[src/rtl/pipeline_pkg.sv]
// Shared pipeline definitions: ALU op encodings, register zero, datapath width
// and the execute-stage FSM states.
package pipeline_pkg;

    localparam int DATA_W = 32;

    localparam logic [4:0] REG_ZERO = 5'd0;

    typedef enum logic [2:0] {
        ALU_ADD = 3'd0,
        ALU_SUB = 3'd1,
        ALU_AND = 3'd2,
        ALU_OR  = 3'd3,
        ALU_SLT = 3'd4,
        ALU_XOR = 3'd5,
        ALU_NOR = 3'd6,
        ALU_MUL = 3'd7
    } alu_op_e;

    typedef enum logic {
        IDLE = 1'b0,
        BUSY = 1'b1
    } ex_state_e;

endpackage

[src/rtl/alu.sv]
// Single-cycle combinational ALU; the MUL encoding yields zero here because
// multiplication lives in the execute stage.
module alu #(
    parameter int DATA_W = 32
) (
    input  logic [2:0]        op,
    input  logic [DATA_W-1:0] a,
    input  logic [DATA_W-1:0] b,
    output logic [DATA_W-1:0] y
);
    import pipeline_pkg::*;

    logic lt;

    assign lt = $signed(a) < $signed(b);

    always_comb begin
        y = '0;
        case (alu_op_e'(op))
            ALU_ADD: y = a + b;
            ALU_SUB: y = a - b;
            ALU_AND: y = a & b;
            ALU_OR:  y = a | b;
            ALU_SLT: y = {{(DATA_W-1){1'b0}}, lt};
            ALU_XOR: y = a ^ b;
            ALU_NOR: y = ~(a | b);
            default: y = '0;
        endcase
    end

endmodule

[src/rtl/ex_stage.sv]
// Execute stage: forwarding, ALU, destination select and the EX/MEM register.
// Defining EX_MUL_EN adds the multi-cycle MUL with its stall FSM.
module ex_stage #(
    parameter int MUL_LATENCY = 4,
    parameter int DATA_W      = 32
) (
    input  logic              clk,
    input  logic              reset,
    input  logic [4:0]        Rs_a,
    input  logic [4:0]        Rt_a,
    input  logic [4:0]        Rd_a,
    input  logic [DATA_W-1:0] Rs_data,
    input  logic [DATA_W-1:0] Rt_data,
    input  logic [DATA_W-1:0] immediate,
    input  logic              ALUSrc,
    input  logic [2:0]        ALUOp,
    input  logic              RegDst,
    input  logic              MemWrite,
    input  logic              MemToReg,
    input  logic              RegWrite,
    input  logic              wb_RegWrite,
    input  logic [4:0]        wb_Wr_a,
    input  logic [DATA_W-1:0] wb_data,
    output logic [DATA_W-1:0] ALU_result_out,
    output logic [DATA_W-1:0] store_data_out,
    output logic [4:0]        Wr_a_out,
    output logic              MemWrite_out,
    output logic              MemToReg_out,
    output logic              RegWrite_out,
    output logic              stall
);
    import pipeline_pkg::*;

    if (MUL_LATENCY < 1 || MUL_LATENCY > 16) begin : g_bad_latency
        $error("MUL_LATENCY must be within 1..16");
    end

    logic [DATA_W-1:0] fwd_a;
    logic [DATA_W-1:0] fwd_b;
    logic [DATA_W-1:0] op_b;
    logic [DATA_W-1:0] alu_y;
    logic [4:0]        wr_a;
    logic              exm_ok;
    logic              wb_ok;

    logic [DATA_W-1:0] n_res;
    logic [DATA_W-1:0] n_st;
    logic [4:0]        n_wra;
    logic              n_mw;
    logic              n_mtr;
    logic              n_rw;

    // A load in EX/MEM has no data yet, so it never forwards from there.
    assign exm_ok = RegWrite_out & ~MemToReg_out & (Wr_a_out != REG_ZERO);
    assign wb_ok  = wb_RegWrite & (wb_Wr_a != REG_ZERO);

    always_comb begin
        fwd_a = Rs_data;
        if (exm_ok && Wr_a_out == Rs_a)
            fwd_a = ALU_result_out;
        else if (wb_ok && wb_Wr_a == Rs_a)
            fwd_a = wb_data;
    end

    always_comb begin
        fwd_b = Rt_data;
        if (exm_ok && Wr_a_out == Rt_a)
            fwd_b = ALU_result_out;
        else if (wb_ok && wb_Wr_a == Rt_a)
            fwd_b = wb_data;
    end

    assign op_b = ALUSrc ? immediate : fwd_b;
    assign wr_a = RegDst ? Rd_a : Rt_a;

    alu #(
        .DATA_W(DATA_W)
    ) u_alu (
        .op(ALUOp),
        .a (fwd_a),
        .b (op_b),
        .y (alu_y)
    );

`ifdef EX_MUL_EN
    localparam int CNT_W = 5;

    ex_state_e         state;
    ex_state_e         state_nxt;
    logic [CNT_W-1:0]  cnt;
    logic [DATA_W-1:0] mul_a;
    logic [DATA_W-1:0] mul_b;
    logic [DATA_W-1:0] mul_st;
    logic [4:0]        mul_wra;
    logic              mul_mw;
    logic              mul_mtr;
    logic              mul_rw;
    logic              is_mul;
    logic              mul_start;
    logic [DATA_W-1:0] m_a;
    logic [DATA_W-1:0] m_b;
    logic [DATA_W-1:0] prod;

    assign is_mul    = alu_op_e'(ALUOp) == ALU_MUL;
    assign mul_start = (state == IDLE) & is_mul & (MUL_LATENCY > 1);

    // One multiplier serves both the latched BUSY operands and MUL_LATENCY==1.
    assign m_a  = (state == BUSY) ? mul_a : fwd_a;
    assign m_b  = (state == BUSY) ? mul_b : op_b;
    assign prod = m_a * m_b;

    always_ff @(posedge clk) begin
        if (reset) begin
            state <= IDLE;
            cnt   <= '0;
        end else begin
            state <= state_nxt;
            if (mul_start)
                cnt <= CNT_W'(MUL_LATENCY - 1);
            else if (state == BUSY)
                cnt <= cnt - CNT_W'(1);
        end
    end

    always_ff @(posedge clk) begin
        if (mul_start) begin
            mul_a   <= fwd_a;
            mul_b   <= op_b;
            mul_st  <= fwd_b;
            mul_wra <= wr_a;
            mul_mw  <= MemWrite;
            mul_mtr <= MemToReg;
            mul_rw  <= RegWrite;
        end
    end

    always_comb begin
        state_nxt = state;
        unique case (state)
            IDLE:    if (mul_start) state_nxt = BUSY;
            BUSY:    if (cnt == CNT_W'(1)) state_nxt = IDLE;
            default: state_nxt = IDLE;
        endcase
    end

    always_comb begin
        stall = 1'b0;
        n_res = is_mul ? prod : alu_y;
        n_st  = fwd_b;
        n_wra = wr_a;
        n_mw  = MemWrite;
        n_mtr = MemToReg;
        n_rw  = RegWrite;
        if (mul_start || (state == BUSY && cnt > CNT_W'(1))) begin
            stall = ~reset;
            n_res = '0;
            n_st  = '0;
            n_wra = REG_ZERO;
            n_mw  = 1'b0;
            n_mtr = 1'b0;
            n_rw  = 1'b0;
        end else if (state == BUSY) begin
            n_res = prod;
            n_st  = mul_st;
            n_wra = mul_wra;
            n_mw  = mul_mw;
            n_mtr = mul_mtr;
            n_rw  = mul_rw;
        end
    end
`else
    assign stall = 1'b0;

    always_comb begin
        n_res = alu_y;
        n_st  = fwd_b;
        n_wra = wr_a;
        n_mw  = MemWrite;
        n_mtr = MemToReg;
        n_rw  = RegWrite;
    end
`endif

    always_ff @(posedge clk) begin
        if (reset) begin
            ALU_result_out <= '0;
            store_data_out <= '0;
            Wr_a_out       <= REG_ZERO;
            MemWrite_out   <= 1'b0;
            MemToReg_out   <= 1'b0;
            RegWrite_out   <= 1'b0;
        end else begin
            ALU_result_out <= n_res;
            store_data_out <= n_st;
            Wr_a_out       <= n_wra;
            MemWrite_out   <= n_mw;
            MemToReg_out   <= n_mtr;
            RegWrite_out   <= n_rw;
        end
    end

endmodule
[config.mk]
export PLATFORM = sky130hd
export DESIGN_NAME = ex_stage
export DESIGN_NICKNAME = d
export VERILOG_FILES = /design/src/rtl/pipeline_pkg.sv /design/src/rtl/alu.sv /design/src/rtl/ex_stage.sv
export SDC_FILE = /design/constraint.sdc
export NUM_CORES = 1
export LEC_CHECK = 0
export ABC_CLOCK_PERIOD_IN_PS = 12140
export CORE_UTILIZATION = 56
export DETAILED_ROUTE_END_ITERATION = 8
export PLACE_DENSITY = 0.95
export SLEW_MARGIN = 20
export SYNTH_ARGS = -nofsm -noshare
export SYNTH_HDL_FRONTEND = slang
export SYNTH_HIERARCHICAL = 1
export SYNTH_SLANG_ARGS = --single-unit
[constraint.sdc]
create_clock -name clk -period 12.14 [get_ports clk]
set_input_delay 1.821 -clock clk [delete_from_list [all_inputs] [get_ports clk]]
set_output_delay 1.821 -clock clk [all_outputs]
set_load 0.03 [all_outputs]
Word level (Yosys, flattened, before mapping):

Cells that the tools add are included.

* output and inout bits: 73
* word-level logic and storage cells: 41
* register bits: 72

* eq/ne operators: 10
* multiplexer cells: 7
* bitwise logic cells: 8
* $lt $le $gt $ge: 1
* reductions and logical operators: 7
* add/subtract/negate cells: 2

Operators by type and width (number)
* one-hot mux 32 bit (7 select lines): 1
* 2-to-1 mux 32 bit: 5
* adder 32 bit: 1
* bitwise AND 32 bit: 1
* less-than comparator 32 bit: 1
* inverter 32 bit: 1
* bitwise OR 32 bit: 1
* subtractor 32 bit: 1
* XOR 32 bit: 1
* == test 5 bit: 4
* nonzero test 5 bit: 2
* == test 3 bit, second input constant: 3
* == test 3 x 2 -> 1 bit, second input constant: 2
* 2-to-1 mux 5 bit: 1
* logical AND 1 bit: 4
* bitwise AND 1 bit: 3
* == test 3 x 1 -> 1 bit, second input constant: 1
* logical NOT 3 bit: 1
* inverter 1 bit: 1

Longest topological paths before layout:

* word-level depth: 9
* gate-level depth with buffers: 21
* depth with buffers taken out: 18

By module:

The synthesis kept the hierarchy.

By module, submodules not included
* alu: area each 5624.1 µm², times used 1, cells an instance 859
* ex_stage: area each 4105.2 µm², times used 1, cells an instance 485

Worst setup path before layout:

No wires, ideal clock.

* path kind: input to register
* from: input wb_Wr_a[1]
* to: register ALU_result_out[30]
* data arrival time: 5.845 ns
* stages: 17
* slack: 6.167 ns
* data required time: 12.012 ns
* path through: or4_1 o211a_1 buf_2 a21boi_0 a211oi_2 o31ai_1 fa_1 o21ba_4 nor4_2 a211o_4 a22oi_4 o221ai_2 or4b_1 a31oi_2 xnor2_1 o221ai_2 nor2b_1

* elaborated cells on any way between the ends: 18
* classes of those cells: add/sub (2); eq/ne (2); mux (6); bitwise (5); reduce/logical (3)

RTL lines
* start: declaration: RTL line ex_stage.sv:22 `input logic [4:0] wb_Wr_a,`
* nonzero test 5 bit: RTL line ex_stage.sv:55 `assign wb_ok = wb_RegWrite & (wb_Wr_a != REG_ZERO);`
* bitwise AND 1 bit: RTL line ex_stage.sv:55
* logical AND 1 bit *: RTL line ex_stage.sv:69 `else if (wb_ok && wb_Wr_a == Rt_a)`
* 2-to-1 mux 32 bit *: RTL line ex_stage.sv:69
* 2-to-1 mux 32 bit *: RTL line ex_stage.sv:67 `if (exm_ok && Wr_a_out == Rt_a)`
* 2-to-1 mux 32 bit *: RTL line ex_stage.sv:73 `assign op_b = ALUSrc ? immediate : fwd_b;`
* named net op_b[1]: RTL line ex_stage.sv:40 `logic [DATA_W-1:0] op_b;`
* subtractor 32 bit / adder 32 bit (equally long branches): RTL line alu.sv:21, alu.sv:20
* one-hot mux 32 bit (7 select lines) *: RTL line alu.sv:19 `case (alu_op_e'(op))`
* named net alu_y[30]: RTL line ex_stage.sv:41 `logic [DATA_W-1:0] alu_y;`
* end signal: assignment: RTL line ex_stage.sv:193 `ALU_result_out <= n_res;`
* end: declaration: RTL line ex_stage.sv:24 `output logic [DATA_W-1:0] ALU_result_out,`

The timed path passes the listed nets; every way through them passes the cells marked *.
A chain may end at the register's enable or synchronous reset.

Worst setup path after layout:

* from: input Rt_a[3]
* to: register ALU_result_out[29]

* elaborated cells on any way between the ends: 14
* classes of those cells: add/sub (2); eq/ne (2); mux (4); bitwise (4); reduce/logical (2)

RTL lines
* start: declaration: RTL line ex_stage.sv:10 `input logic [4:0] Rt_a,`
* == test 5 bit: RTL line ex_stage.sv:69
* logical AND 1 bit: RTL line ex_stage.sv:69
* 2-to-1 mux 32 bit: RTL line ex_stage.sv:69
* 2-to-1 mux 32 bit *: RTL line ex_stage.sv:67
* 2-to-1 mux 32 bit *: RTL line ex_stage.sv:73
* named net op_b[1]: RTL line ex_stage.sv:40
* subtractor 32 bit / adder 32 bit (equally long branches): RTL line alu.sv:21, alu.sv:20
* one-hot mux 32 bit (7 select lines) *: RTL line alu.sv:19
* named net alu_y[29]: RTL line ex_stage.sv:41

Marks and branches as above.

==> impl_metrics.toml <==
[outcome]
status = "complete, no violations"

[yosys]
syn-num-nets = 1609
cell_variety_after_synth = 87
ys_ff_latch = 72
synth_ff_type = "dfxtp_1"
synth.yosys.warnings = 6
number_of_flops_mapped_to_enable_cells_by_yosys = 0
post_synthesis_area_per_instance_um2 = 7.24
syn_inst = 1344
syn_area_mm2 = 0.00973
seq_area_frac_synth_pct = 14.8
ys_async_sr_fraction_pct = 0

[cts]
cts-htree-levels = 3
clkLatencyLatePin_ns = 0.36
post_cts_resize_count = 0
clkSinkCount = 72
cts_root_buf = "clkbuf_16"
holdBufCountCts = 0
post_cts_buffers = 0
tritoncts_buffers = 9
cts_tree = "built"
cts.reportedPaths.clkPinSlew_ns = 0.06
cts_buffer_depth = 2

[power]
power_share_of_the_clock_group_pct = 26.3
internal_power_mw = 0.677
leakage_nw = 4.92
powerDensity_mw_per_mm2 = 94.6
p_sw_share_pct = 41.7
p_seq_share_pct = 23.3
power.combinational.fraction_pct = 50.4
peakVddDrop_uv = 72.3
total_switching_power_mw = 0.485

[final_layout]
layout_common_cells = "clkdlybuf4s50_1, nand2_1, nor2_1"
seqCellArea_mm2 = 0.00144
layout.core_utilization_pct = 73.4
fin_nets = 1762
filler_cell_count = 1273
layout-drive-gt1-share_pct = 6.26
most_frequent_standard_cell_in_the_layout_excluding_fill_and_tap_cells = "clkdlybuf4s50_1"
syn_to_final_growth_pct = 26.4
multi_input_area_mm2 = 0.00748
diodes = 0

[route]
wl_per_cell_um = 21.1
total_vias_in_the_final_route = 11293
ant_nets = 0
routed_via_density = 6.56
first_iter_violations = 1448
drcViolationCount = 0
first_drt_pass_iteration_count = 8
wl_mm = 36.3

[setup_path]
timing.critical_path.cells = "clkdlybuf4s50_1 -> xnor2_1 -> o211a_1 -> and2_4 -> a211oi_2 -> o31ai_1 -> inv_1 -> ha_1 -> a211oi_1 -> o21ai_1 -> o221a_2 -> o21ai_1 -> nand2_1 -> a311oi_1 -> o21ai_0 -> mux2_1 -> nand3_1 -> nor2b_1"
critical-path-max-stage-delay_ns = 0.92
setup.worst_path.end_class = "flop"
worstPathArrival_ns = 8.04
setup.worst_path.start_class = "primary input"
criticalPathCategory = "primary input to flop"
critical_path_required_ns = 12.42
worst_r2r_path_depth = 17
cp_slowest_cell = "o211a_1"
worst-path-max-fanout = 33
crit_top_cell = "o21ai_1"

[sta]
timing_hold_violations_final = 0
grt_setup_unrepaired = "no"
worst-slew-pin-transition_ns = 1.13
final.period_utilization_pct = 63.9
finalSetupTns_ns = 0
period_minus_slack_ns = 7.76
fmax_ghz = 0.129
finClkSkew_ns = 0.0145
timing.final.max_slew_violations = 0
final-setup-viol-count = 0
timing.max_slew.rel_slack_pct = 25.0

[global_route]
pin_count_of_the_biggest_net_entering_global_routing = 75
antenna_violations_before_repair = 0
grt_first_pass_wirelength_mm = 55.5
grt_use_total_pct = 39.0
total_overflow_reported_by_the_global_router = 0
first_global_vias = 10664

[floorplan]
initial_core_util_pct = 58.1
site_row_count = 47
dieArea_mm2 = 0.0179
die_w_um = 134
fp.coreArea_mm2 = 0.0168
die_height_um = 134
ios = 232

[flow_run]
max_cap_violations = 0

[min_path]
min_delay_path_depth = 2
holdCritPathClass = "flop to flop"

[placement]
port_buffers = 230
dp_hpwl_mm = 25.9
gp_congestion = 0.987
registers in the layout, indices dropped and copies added, names as in the netlist:
| signal | cells |
|---|---|
| store_data_out | 32 |
| RegWrite_out | 1 |
| ALU_result_out | 32 |
| MemToReg_out | 1 |
| MemWrite_out | 1 |
| Wr_a_out | 5 |
final timing paths:
path                        endpoint          startpoint  slack [ns]
setup / recovery  ALU_result_out[29]             Rt_a[3]        4.38
hold / removal    store_data_out[12]  ALU_result_out[12]        0.55
setup reg to reg  ALU_result_out[29]         Wr_a_out[1]        6.28
hold reg to reg   store_data_out[12]  ALU_result_out[12]        0.55
critical path: cells and delay by family:
kind / cells / cell delay [ns]
buf+inv: 2 / 0.78
compound gates: 9 / 3.41
xor+xnor: 1 / 0.15
mux: 1 / 0.33
simple gates: 4 / 1.12
fa+ha+maj: 1 / 0.39
stage by stage:
step                      area, µm²  power, mW  worst slack (ns)  std cells  hold slack [ns]
after floorplan                9730      0.650              6.17       1344            0.666
after global placement        12000      0.829              4.61       1706            0.544
after detailed placement      12000      0.839              4.34       1706            0.549
after CTS                     12300       1.15              4.56       1722            0.553
after global routing          12300       1.21              4.21       1722            0.576
final                         12300       1.16              4.38       1722            0.553
kinds of logic after synthesis:
family	synth area share, %
AOI/OAI and AO/OA	34.5
and+or+nand+nor	19.3
buffers and inverters	8.54
adders and majority gates	13.8
DFF	14.8
muxes	5.58
xor gates and xnor gates	3.51
other	0.0385
final cells by class:
cell class	count	share of cell area, %
Multi-Input combinational cell	1069	60.9
Timing Repair Buffer	244	19.5
Sequential cell	72	11.7
Inverter	101	3.08
Tap cell	220	2.24
Clock buffer	10	1.86
Clock inverter	6	0.753
metal layers:
layer,up-vias,global-route usage [%],part of all wire (%)
met5,-,0,0
met4,0,16.9,3.4
met3,117,7.67,11
met2,777,63.7,46
met1,5268,49.7,40
li1,5131,-,-
Yosys cell counts, types with 6 or more instances:
library cell    n  area share (%)
nor2b_1        42             2.7
a22oi_1         6            0.46
clkbuf_1       61             2.4
o21ai_0        84             4.3
nand2_1       135             5.2
nor4_1          9            0.58
a31oi_1        11            0.71
a21boi_0       33             2.5
xnor2_1        33             3.0
mux2i_1        52             5.3
inv_1          95             3.7
a211oi_2       30             3.9
dfxtp_1        72              15
nand3_1        14            0.72
o31ai_1        38             2.9
o21ai_1        22             1.1
a211oi_1       24             1.9
buf_1          15            0.58
a21oi_1        92             4.7
o211ai_1       21             1.6
buf_2          19            0.98
o21bai_1       11            0.85
nor2_1        109             4.2
ha_1          104              13
a22o_1          8            0.72
o221ai_1       17             1.5
nor3_1         47             2.4
xor2_1          6            0.54
a21o_1         11            0.85
power by group through the flow:
stage / Clock [mW] / Sequential [mW] / Combinational, mW
3_3_place_gp: 0 / 0.276 / 0.553
3_5_place_dp: 0 / 0.276 / 0.563
2_1_floorplan: 0 / 0.312 / 0.338
6_report: 0.306 / 0.271 / 0.586
4_1_cts: 0.307 / 0.271 / 0.569
5_1_grt: 0.314 / 0.273 / 0.622
No activity file was read; power rests on OpenSTA's default activity.
